File: config.mk
export PLATFORM = sky130hd
export DESIGN_NAME = song_recorder
export DESIGN_NICKNAME = d
export VERILOG_FILES = /design/src/rtl/song_pkg.sv /design/src/rtl/song_mem.sv /design/src/rtl/song_recorder.sv
export SDC_FILE = /design/constraint.sdc
export NUM_CORES = 2
export LEC_CHECK = 0
export CORE_MARGIN = 5
export CORE_UTILIZATION = 63
export DETAILED_ROUTE_END_ITERATION = 10
export HOLD_SLACK_MARGIN = 0.12
export PLACE_DENSITY = 0.75
export SYNTH_ARGS = -nofsm -noshare
export SYNTH_HDL_FRONTEND = slang
export SYNTH_HIERARCHICAL = 1
export SYNTH_SLANG_ARGS = --single-unit
File: constraint.sdc
create_clock -name clk -period 14.1 [get_ports clk]
set_input_delay 2.82 -clock clk [delete_from_list [all_inputs] [get_ports clk]]
set_output_delay 2.82 -clock clk [all_outputs]
set_load 0.005 [all_outputs]
File: src/rtl/song_pkg.sv
// Shared definitions for the song memory: note codes, field widths, entry layout
// and recorder states. Imported by the recorder, study and playback models.
package song_pkg;

    localparam int unsigned NOTE_W = 3;
    localparam int unsigned DUR_W  = 5;
    localparam int unsigned ADDR_W = 5;
    localparam int unsigned SLOT_W = 3;
    localparam int unsigned LEN_W  = ADDR_W + 1;
    localparam int unsigned KEY_W  = 7;

    localparam logic [NOTE_W-1:0] REST = 3'd0;
    localparam logic [NOTE_W-1:0] DO   = 3'd1;
    localparam logic [NOTE_W-1:0] RE   = 3'd2;
    localparam logic [NOTE_W-1:0] MI   = 3'd3;
    localparam logic [NOTE_W-1:0] FA   = 3'd4;
    localparam logic [NOTE_W-1:0] SOL  = 3'd5;
    localparam logic [NOTE_W-1:0] LA   = 3'd6;
    localparam logic [NOTE_W-1:0] SI   = 3'd7;

    typedef struct packed {
        logic [NOTE_W-1:0] note;
        logic [DUR_W-1:0]  dur;
    } entry_t;

    typedef enum logic [1:0] {
        IDLE,
        WAIT_KEY,
        HOLD,
        GAP
    } rec_state_t;

    // Lowest pressed key wins; no key pressed decodes to REST.
    function automatic logic [NOTE_W-1:0] decode_key(input logic [KEY_W-1:0] keys);
        logic [NOTE_W-1:0] code;
        code = REST;
        for (int i = KEY_W - 1; i >= 0; i--) begin
            if (keys[i]) code = NOTE_W'(i + 1);
        end
        return code;
    endfunction

endpackage

File: src/rtl/song_mem.sv
// Song storage: SLOTS*DEPTH entries, one synchronous write port and one
// registered read port returning old data on a same-address collision.
module song_mem
    import song_pkg::*;
#(
    parameter int unsigned SLOTS = 8,
    parameter int unsigned DEPTH = 32
) (
    input  logic                     clk,
    input  logic                     rst_n,
    input  logic                     we,
    input  logic [SLOT_W+ADDR_W-1:0] waddr,
    input  entry_t                   wdata,
    input  logic [SLOT_W+ADDR_W-1:0] raddr,
    output entry_t                   rdata
);

    localparam int unsigned WORDS = SLOTS * DEPTH;

    entry_t mem [WORDS];

    // Contents are never cleared; the per-slot length marks what is valid.
    always_ff @(posedge clk) begin
        if (we) mem[waddr] <= wdata;
    end

    always_ff @(posedge clk) begin
        if (!rst_n) rdata <= '0;
        else        rdata <= mem[raddr];
    end

endmodule

File: src/rtl/song_recorder.sv
// Record-mode front end: turns live key presses into (note, duration) entries
// in the selected song slot and exposes a read port for replay.
module song_recorder
    import song_pkg::*;
#(
    parameter int unsigned TICK_CYCLES = 10_000_000,
    parameter int unsigned DEPTH       = 32,
    parameter int unsigned SLOTS       = 8
) (
    input  logic              clk,
    input  logic              rst_n,
    input  logic [KEY_W-1:0]  user_input,
    input  logic [SLOT_W-1:0] user_selection,
    input  logic              user_store,
    input  logic [SLOT_W-1:0] rd_slot,
    input  logic [ADDR_W-1:0] rd_addr,
    output logic [NOTE_W-1:0] rd_note,
    output logic [DUR_W-1:0]  rd_dur,
    output logic [LEN_W-1:0]  rd_len,
    output logic              busy,
    output logic              full,
    output logic [KEY_W-1:0]  leds,
    output logic [NOTE_W-1:0] num_note,
    output logic [LEN_W-1:0]  entry_cnt
);

    localparam int unsigned      TICK_W    = (TICK_CYCLES > 1) ? $clog2(TICK_CYCLES) : 1;
    localparam logic [TICK_W-1:0] TICK_LAST = TICK_W'(TICK_CYCLES - 1);
    localparam logic [DUR_W-1:0]  DUR_MAX   = '1;
    localparam logic [LEN_W-1:0]  LEN_FULL  = LEN_W'(DEPTH);

    rec_state_t        state_q, state_d;
    logic              store_q, rise, fall, wrap, start, wr_req, wr_en;
    logic              full_d, busy_d;
    logic [NOTE_W-1:0] code, cur_q, cur_d, num_d;
    logic [DUR_W-1:0]  dur_q, dur_d, dur_eff;
    logic [TICK_W-1:0] tick_q, tick_d;
    logic [SLOT_W-1:0] slot_q, slot_d;
    logic [LEN_W-1:0]  cnt_d;
    logic [KEY_W-1:0]  leds_d;
    logic [LEN_W-1:0]  len_q [SLOTS];
    entry_t            wr_data, rd_entry;

    assign code = decode_key(user_input);
    assign rise = user_store & ~store_q;
    assign fall = ~user_store & store_q;
    assign wrap = (tick_q == TICK_LAST);
    // Duration including the cycle now ending, so a change edge sees the full length.
    assign dur_eff = (wrap && dur_q != DUR_MAX) ? dur_q + 1'b1 : dur_q;

    always_ff @(posedge clk) begin
        if (!rst_n) state_q <= IDLE;
        else        state_q <= state_d;
    end

    always_comb begin
        state_d = state_q;
        case (state_q)
            IDLE:     if (rise) state_d = WAIT_KEY;
            WAIT_KEY: if (fall) state_d = IDLE;
                      else if (code != REST) state_d = HOLD;
            HOLD:     if (fall) state_d = IDLE;
                      else if (code != cur_q) state_d = (code != REST) ? HOLD : GAP;
            GAP:      if (fall) state_d = IDLE;
                      else if (code != REST) state_d = HOLD;
            default:  state_d = IDLE;
        endcase
    end

    always_comb begin
        cur_d   = cur_q;
        dur_d   = dur_q;
        tick_d  = tick_q;
        slot_d  = slot_q;
        start   = 1'b0;
        wr_req  = 1'b0;
        wr_data = '0;
        if (state_q == HOLD || state_q == GAP) begin
            tick_d = wrap ? '0 : tick_q + 1'b1;
            dur_d  = dur_eff;
        end
        case (state_q)
            IDLE: if (rise) begin
                start  = 1'b1;
                slot_d = user_selection;
            end
            WAIT_KEY: if (!fall && code != REST) begin
                cur_d  = code;
                dur_d  = '0;
                tick_d = '0;
            end
            HOLD: if (fall || code != cur_q) begin
                wr_req       = 1'b1;
                wr_data.note = cur_q;
                wr_data.dur  = (dur_eff == '0) ? DUR_W'(1) : dur_eff;
                if (!fall && code != REST) cur_d = code;
                dur_d  = '0;
                tick_d = '0;
            end
            GAP: if (!fall && code != REST) begin
                wr_req       = (dur_eff != '0);
                wr_data.note = REST;
                wr_data.dur  = dur_eff;
                cur_d        = code;
                dur_d        = '0;
                tick_d       = '0;
            end
            default: ;
        endcase
        wr_en  = wr_req && (entry_cnt != LEN_FULL);
        cnt_d  = start ? '0 : (wr_en ? entry_cnt + 1'b1 : entry_cnt);
        full_d = (cnt_d == LEN_FULL);
        busy_d = (state_d != IDLE);
        leds_d = (state_d == HOLD) ? KEY_W'(1) << (cur_d - 1'b1) : '0;
        num_d  = (state_d == HOLD) ? cur_d : REST;
    end

    always_ff @(posedge clk) begin
        if (!rst_n) begin
            store_q   <= 1'b0;
            cur_q     <= REST;
            dur_q     <= '0;
            tick_q    <= '0;
            slot_q    <= '0;
            entry_cnt <= '0;
            full      <= 1'b0;
            busy      <= 1'b0;
            leds      <= '0;
            num_note  <= REST;
        end else begin
            store_q   <= user_store;
            cur_q     <= cur_d;
            dur_q     <= dur_d;
            tick_q    <= tick_d;
            slot_q    <= slot_d;
            entry_cnt <= cnt_d;
            full      <= full_d;
            busy      <= busy_d;
            leds      <= leds_d;
            num_note  <= num_d;
        end
    end

    // Per-slot committed lengths; the active slot tracks entry_cnt live.
    always_ff @(posedge clk) begin
        if (!rst_n) begin
            for (int i = 0; i < int'(SLOTS); i++) len_q[i] <= '0;
        end else if (start) begin
            len_q[user_selection] <= '0;
        end else if (wr_en) begin
            len_q[slot_q] <= cnt_d;
        end
    end

    assign rd_len = len_q[rd_slot];

    song_mem #(
        .SLOTS (SLOTS),
        .DEPTH (DEPTH)
    ) u_mem (
        .clk   (clk),
        .rst_n (rst_n),
        .we    (wr_en),
        .waddr ({slot_q, entry_cnt[ADDR_W-1:0]}),
        .wdata (wr_data),
        .raddr ({rd_slot, rd_addr}),
        .rdata (rd_entry)
    );

    assign rd_note = rd_entry.note;
    assign rd_dur  = rd_entry.dur;

endmodule

== Word level (Yosys, flattened, before mapping) ==
Memories as Yosys holds them, arrays and structs flattened. A register that Yosys moved wholly into a read port is not among the register bits.
Cells that the tools add are included.

* Register bits after elaboration: 56
* Bits in latches: 0
* RAM bits: 2096
* Bits in read-only memories: 0
* Input bits: 21
* Logic and storage cells: 101
* Memories: 2

{| class="wikitable"
|+ Memory list
! memory !! depth !! bits a word !! rd ports !! clocked after Yosys merged registers in !! wr ports !! line !! RTL
|-
| u_mem.mem || 256 || 8 || 1 || 1 || 1 || song_mem.sv:20 || <nowiki>entry_t mem [WORDS];</nowiki>
|-
| len_q || 8 || 6 || 1 || 0 || 8 || song_recorder.sv:41 || <nowiki>logic [LEN_W-1:0] len_q [SLOTS];</nowiki>
|}

* Add/subtract/negate cells: 4
* $mul: 0
* Div/mod/pow operators: 0
* $lt $le $gt $ge: 0
* Equality and inequality tests: 9
* Shift-type cells: 1
* Muxes and demuxes: 53
* Bitwise logic cells: 4
* Reduce and logical (&&, ||, !) cells: 17

{| class="wikitable"
|+ Operators with widths
! kind !! number
|-
| two-way mux 24 bit || 4
|-
| one-hot mux 24 bit (2 select lines) || 1
|-
| two-way mux 3 bit || 11
|-
| two-way mux 5 bit || 6
|-
| adder 24 x 1 -> 24 bit (second input constant) || 1
|-
| equality test 24 bit (second input constant) || 1
|-
| two-way mux 6 bit || 4
|-
| two-way mux 1 bit || 16
|-
| one-hot mux 8 bit (2 select lines) || 1
|-
| OR reduction 6 bit || 2
|-
| two-way mux 2 bit || 5
|-
| one-hot mux 5 bit (2 select lines) || 1
|-
| two-way mux 8 bit || 1
|-
| left shift 1 x 3 -> 7 bit (first input constant) || 1
|-
| adder 6 x 1 -> 6 bit (second input constant) || 1
|-
| equality test 2 bit (second input constant) || 3
|-
| equality test 6 bit (second input constant) || 1
|-
| inequality test 6 bit (second input constant) || 1
|-
| one-hot mux 2 bit (3 select lines) || 1
|-
| one-hot mux 3 bit (2 select lines) || 1
|-
| adder 5 x 1 -> 5 bit (second input constant) || 1
|-
| zero test 5 bit || 1
|-
| inequality test 5 bit (second input constant) || 1
|-
| nonzero test 5 bit || 1
|-
| 14 further kinds || 21
|}

== Logic depth before layout (Yosys ltp) ==
* Depth in word-level cells: 18
* Depth in mapped cells: 14

== Modules after synthesis ==
Netlist, hierarchy kept.

{| class="wikitable"
|+ Modules (own cells, without submodules)
! module !! instances !! cells each !! area each (um^2)
|-
| song_mem || 1 || 4025 || 80352.1
|-
| song_recorder || 1 || 498 || 5108.6
|}

== Worst setup path before layout ==
No wires, ideal clock.

* Kind: input to register
* From: in user_input[5]
* To: mem u_mem/mem[0][0] (netlist bit), data pin
* Library setup time: 1573 ps
* Arrival: 10808 ps
* Required time: 12527 ps
* Path slack: 1719 ps
* Cell stages on the path: 7
* Buffers on the path: 0
* Path through: nand2b_1 -> a221oi_1 -> o211ai_1 -> o211ai_2 -> and2_1 -> or2b_1 -> a21oi_1

{| class="wikitable"
|+ RTL lines
! element !! line !! RTL
|-
| start, declared || song_recorder.sv:12 || <nowiki>input logic [KEY_W-1:0] user_input,</nowiki>
|-
| end, declared || song_mem.sv:20 ||
|}

== Worst setup path after layout ==
* From: in rd_slot[0]
* To: out rd_len[0]

* Word-level cells in the longest chain between the ends: 1

{| class="wikitable"
|+ RTL lines
! element !! line !! RTL
|-
| start, declared || song_recorder.sv:15 || <nowiki>input logic [SLOT_W-1:0] rd_slot,</nowiki>
|-
| memory (8 x 6 bit) || n/a ||
|-
| end, declared || song_recorder.sv:19 || <nowiki>output logic [LEN_W-1:0] rd_len,</nowiki>
|}

Every way passes these cells.

==> summary.txt <==
Status
  • Status: complete, no violations

GRT
  • GR Layer Usage met3: 7.37%
  • Largest net degree at the start of global routing: 230
  • Global routing's busiest layer: met2
  • Global-route usage over all layers: 30.1%
  • Vias in the first global route: 44.7k
  • Met2 Usage GRT: 46.0%
  • GRT Residual Overflow: 0
  • Number of antenna violations at the first check in global routing: 7
  • First-pass GRT wire length: 309000 um
  • GR met1 Demand/Resource: 43.0%

STA
  • RSZ-0062 raised after global routing: false
  • Final Cycle Share: 54.0%
  • WHS: 0.514 ns
  • Min Tclk post-route: 7.62 ns
  • Clk_skew: 0.0357 ns
  • Max-slew violations: 0
  • Least-Margin Pin Slew: 1.37 ns
  • Setup violators final: 0
  • Final hold violations: 0
  • Achievable Freq: 131 MHz
  • Setup TNS: 0 ns
  • Headroom to the max-slew limit: 8.70%

Clocking
  • Post-CTS Repair Setup Buffers: 0
  • CTS Buf Count: 202
  • Post-CTS Resized: 0
  • CTS root buffer: clkbuf_16
  • Cts hold-fix bufs: 0
  • H-tree levels: 4
  • Clk_lat worst skew: 0.85 ns
  • Clock transition at path regs: 0.06 ns
  • CTS sink cnt: 2160
  • CTS tree: done
  • Maximum buffer depth of the clock tree: 3

Synth
  • Ys flop type: edfxtp_1
  • Synth area leader: edfxtp_1
  • Post-synthesis cell count: 4523
  • Flops & latches, synth: 2160
  • Ranking of synthesized cells by area: edfxtp_1 74%, mux4_2 9.2%, mux2i_1 3.8%, nor2_1 1.7%, dfxtp_1 1.5%
  • Synth Cell Area: 85500 sq um
  • Yosys top cell area share: 73.6%
  • Syn. warnings: 6
  • Syn_nets: 4553
  • Asr flop ratio synth: 0%
  • Seq/Total Area, Yosys: 75.1%
  • Synthesized area per cell: 18.9 sq um
  • Library cells used by synthesis: 86
  • Post-synth EDFFs: 2096

Drt
  • Total wire length: 213000 um
  • WL per Instance: 32.5 um
  • DRC viols: 0
  • 1st-pass router iterations: 6
  • ANT nets after route: 0
  • Initial drt markers: 6977
  • Vias: 45.4k
  • Drt via density: 6.94

Critical path
  • RR Endpoint: u_mem/mem[132][0]
  • Startpoint Class: input port
  • Critical path destination: rd_len[0]
  • Worst path slowest cell: buf_2
  • R2R depth: 9
  • Worst flop-to-flop path startpoint: dur_q[0]
  • Crit path max fanout: 27
  • Crit path capture type: primary output
  • CP Class: input port to primary output
  • CP Data Required Time: 11.28 ns
  • Crit-path cells: buf_2 > mux4_2 > mux2_2 > clkdlybuf4s50_1
  • Setup slack, reg-to-reg: 9.03 ns
  • WP data arrival: 4.80 ns
  • Slowest stage delay, CP: 0.59 ns
  • Start point of the critical path: rd_slot[0]

Place
  • GP Congestion: 0.902
  • DP Wirelength: 129000 um
  • I/O Buffers: 52
  • Placed inst area: 87300 sq um
  • Cells after DPL: 6172

Hold path
  • Hold depth: 2
  • Beginning of the worst hold path: tick_q[23]
  • Worst min-delay path category: register to register

Finish
  • Layout area overhead: 10.1%
  • Fraction of layout cells with a size suffix above 1: 16.5%
  • Final core occ: 69.6%
  • FF/Latch Area: 64200 sq um
  • Post-route cell area: 94100 sq um
  • Area of the multi-input gates: 19500 sq um
  • Non-Filler Instances: 6548
  • Filler cell count: 8155
  • Final nets: 4625
  • Commonest non-fill, non-tap cell in the layout: edfxtp_1
  • Most frequent cells in the layout: 2096 x edfxtp_1, 390 x nor2_1, 349 x mux4_2

Power
  • Leak pwr: 33.9 nW
  • Power Density: 137 nW/um^2
  • Peak VDD IR: 0.133 mV

Floorplanning
  • Row count: 135
  • DIE HEIGHT: 378 um
  • Starting density of the core: 63.2%
  • Die ar.: 143000 sq um
  • Core area: 135000 sq um
  • Die width: 378 um
  • Boundary Pins: 53

Job
  • Max cap viols: 0
==> cell usage after synthesis (all sizes together) (64+ instances only) <==
cell	number
dfxtp	64
a21oi	81
nor2	396
nor3	69
edfxtp	2096
o22ai	105
buf	153
mux2i	327
clkbuf	114
o221ai	79
nand2	174
mux4	373
==> registers in the layout, summed over array words and instances, names as in the netlist, 2 cells and up <==
name and flops:
leds 7, u_mem/mem 2048, entry_cnt 6, slot_q 3, state_q 2, len_q 48
num_note 3, tick_q 24, dur_q 5, cur_q 3, u_mem/rdata 8
==> final cells by class <==
type / instances / share of cell area [%]
flip-flops and latches: 2160 / 68.3
clock inverters: 119 / 1.46
multi-input cells: 2077 / 20.8
inverters: 19 / 0.0772
clock buffers: 253 / 5.72
diodes: 4 / 0.0106
well taps: 1781 / 2.37
repair buffers: 135 / 1.31
==> cells by family (layout without fill, tap and decap cells) <==
logic type	after synthesis	in the layout	synth area share, %
AND/OR/NAND/NOR	855	855	4.50
AO/OA/AOI/OAI	466	466	3.81
XOR/XNOR	39	39	0.400
buffers and inverters	286	526	2.14
multiplexers	708	708	13.9
other	0	4	0
adder cells (fa/ha/maj)	9	9	0.132
flip-flops	2160	2160	75.1
==> metrics by stage <==
step           total power, mW  worst slack [ns]
2_1_floorplan             7.37              1.72
3_3_place_gp              7.51              6.49
3_5_place_dp              7.51              6.48
4_1_cts                   13.0              6.46
5_1_grt                   13.3              6.38
6_report                  12.9              6.48
==> worst max-delay path, delay by kind of cell <==
kind,cells,cell delay (ns)
multiplexers,2,0.92
buffers and inverters,2,1.05
==> worst min path at each step <==
stage	end	slack, ns
finish	tick_q[23]	0.51
global route	tick_q[23]	0.56
CTS	tick_q[6]	0.52
detailed placement	tick_q[23]	0.50
global placement	tick_q[23]	0.49
floorplan	tick_q[23]	0.47
==> power breakdown <==
group	switching (mW)	internal [mW]
logic	0.286	0.134
clock network	2.32	3.20
registers	0.0119	6.95
==> metal layers <==
layer,vias to the layer above,share of wire [%],wire length (um)
li1,18600,-,-
met1,23300,37,78800
met2,3058,47,99000
met3,480,12,25700
met4,0,4.3,9200
met5,-,0,0
Note: power is estimated with default switching activity, not from simulation.
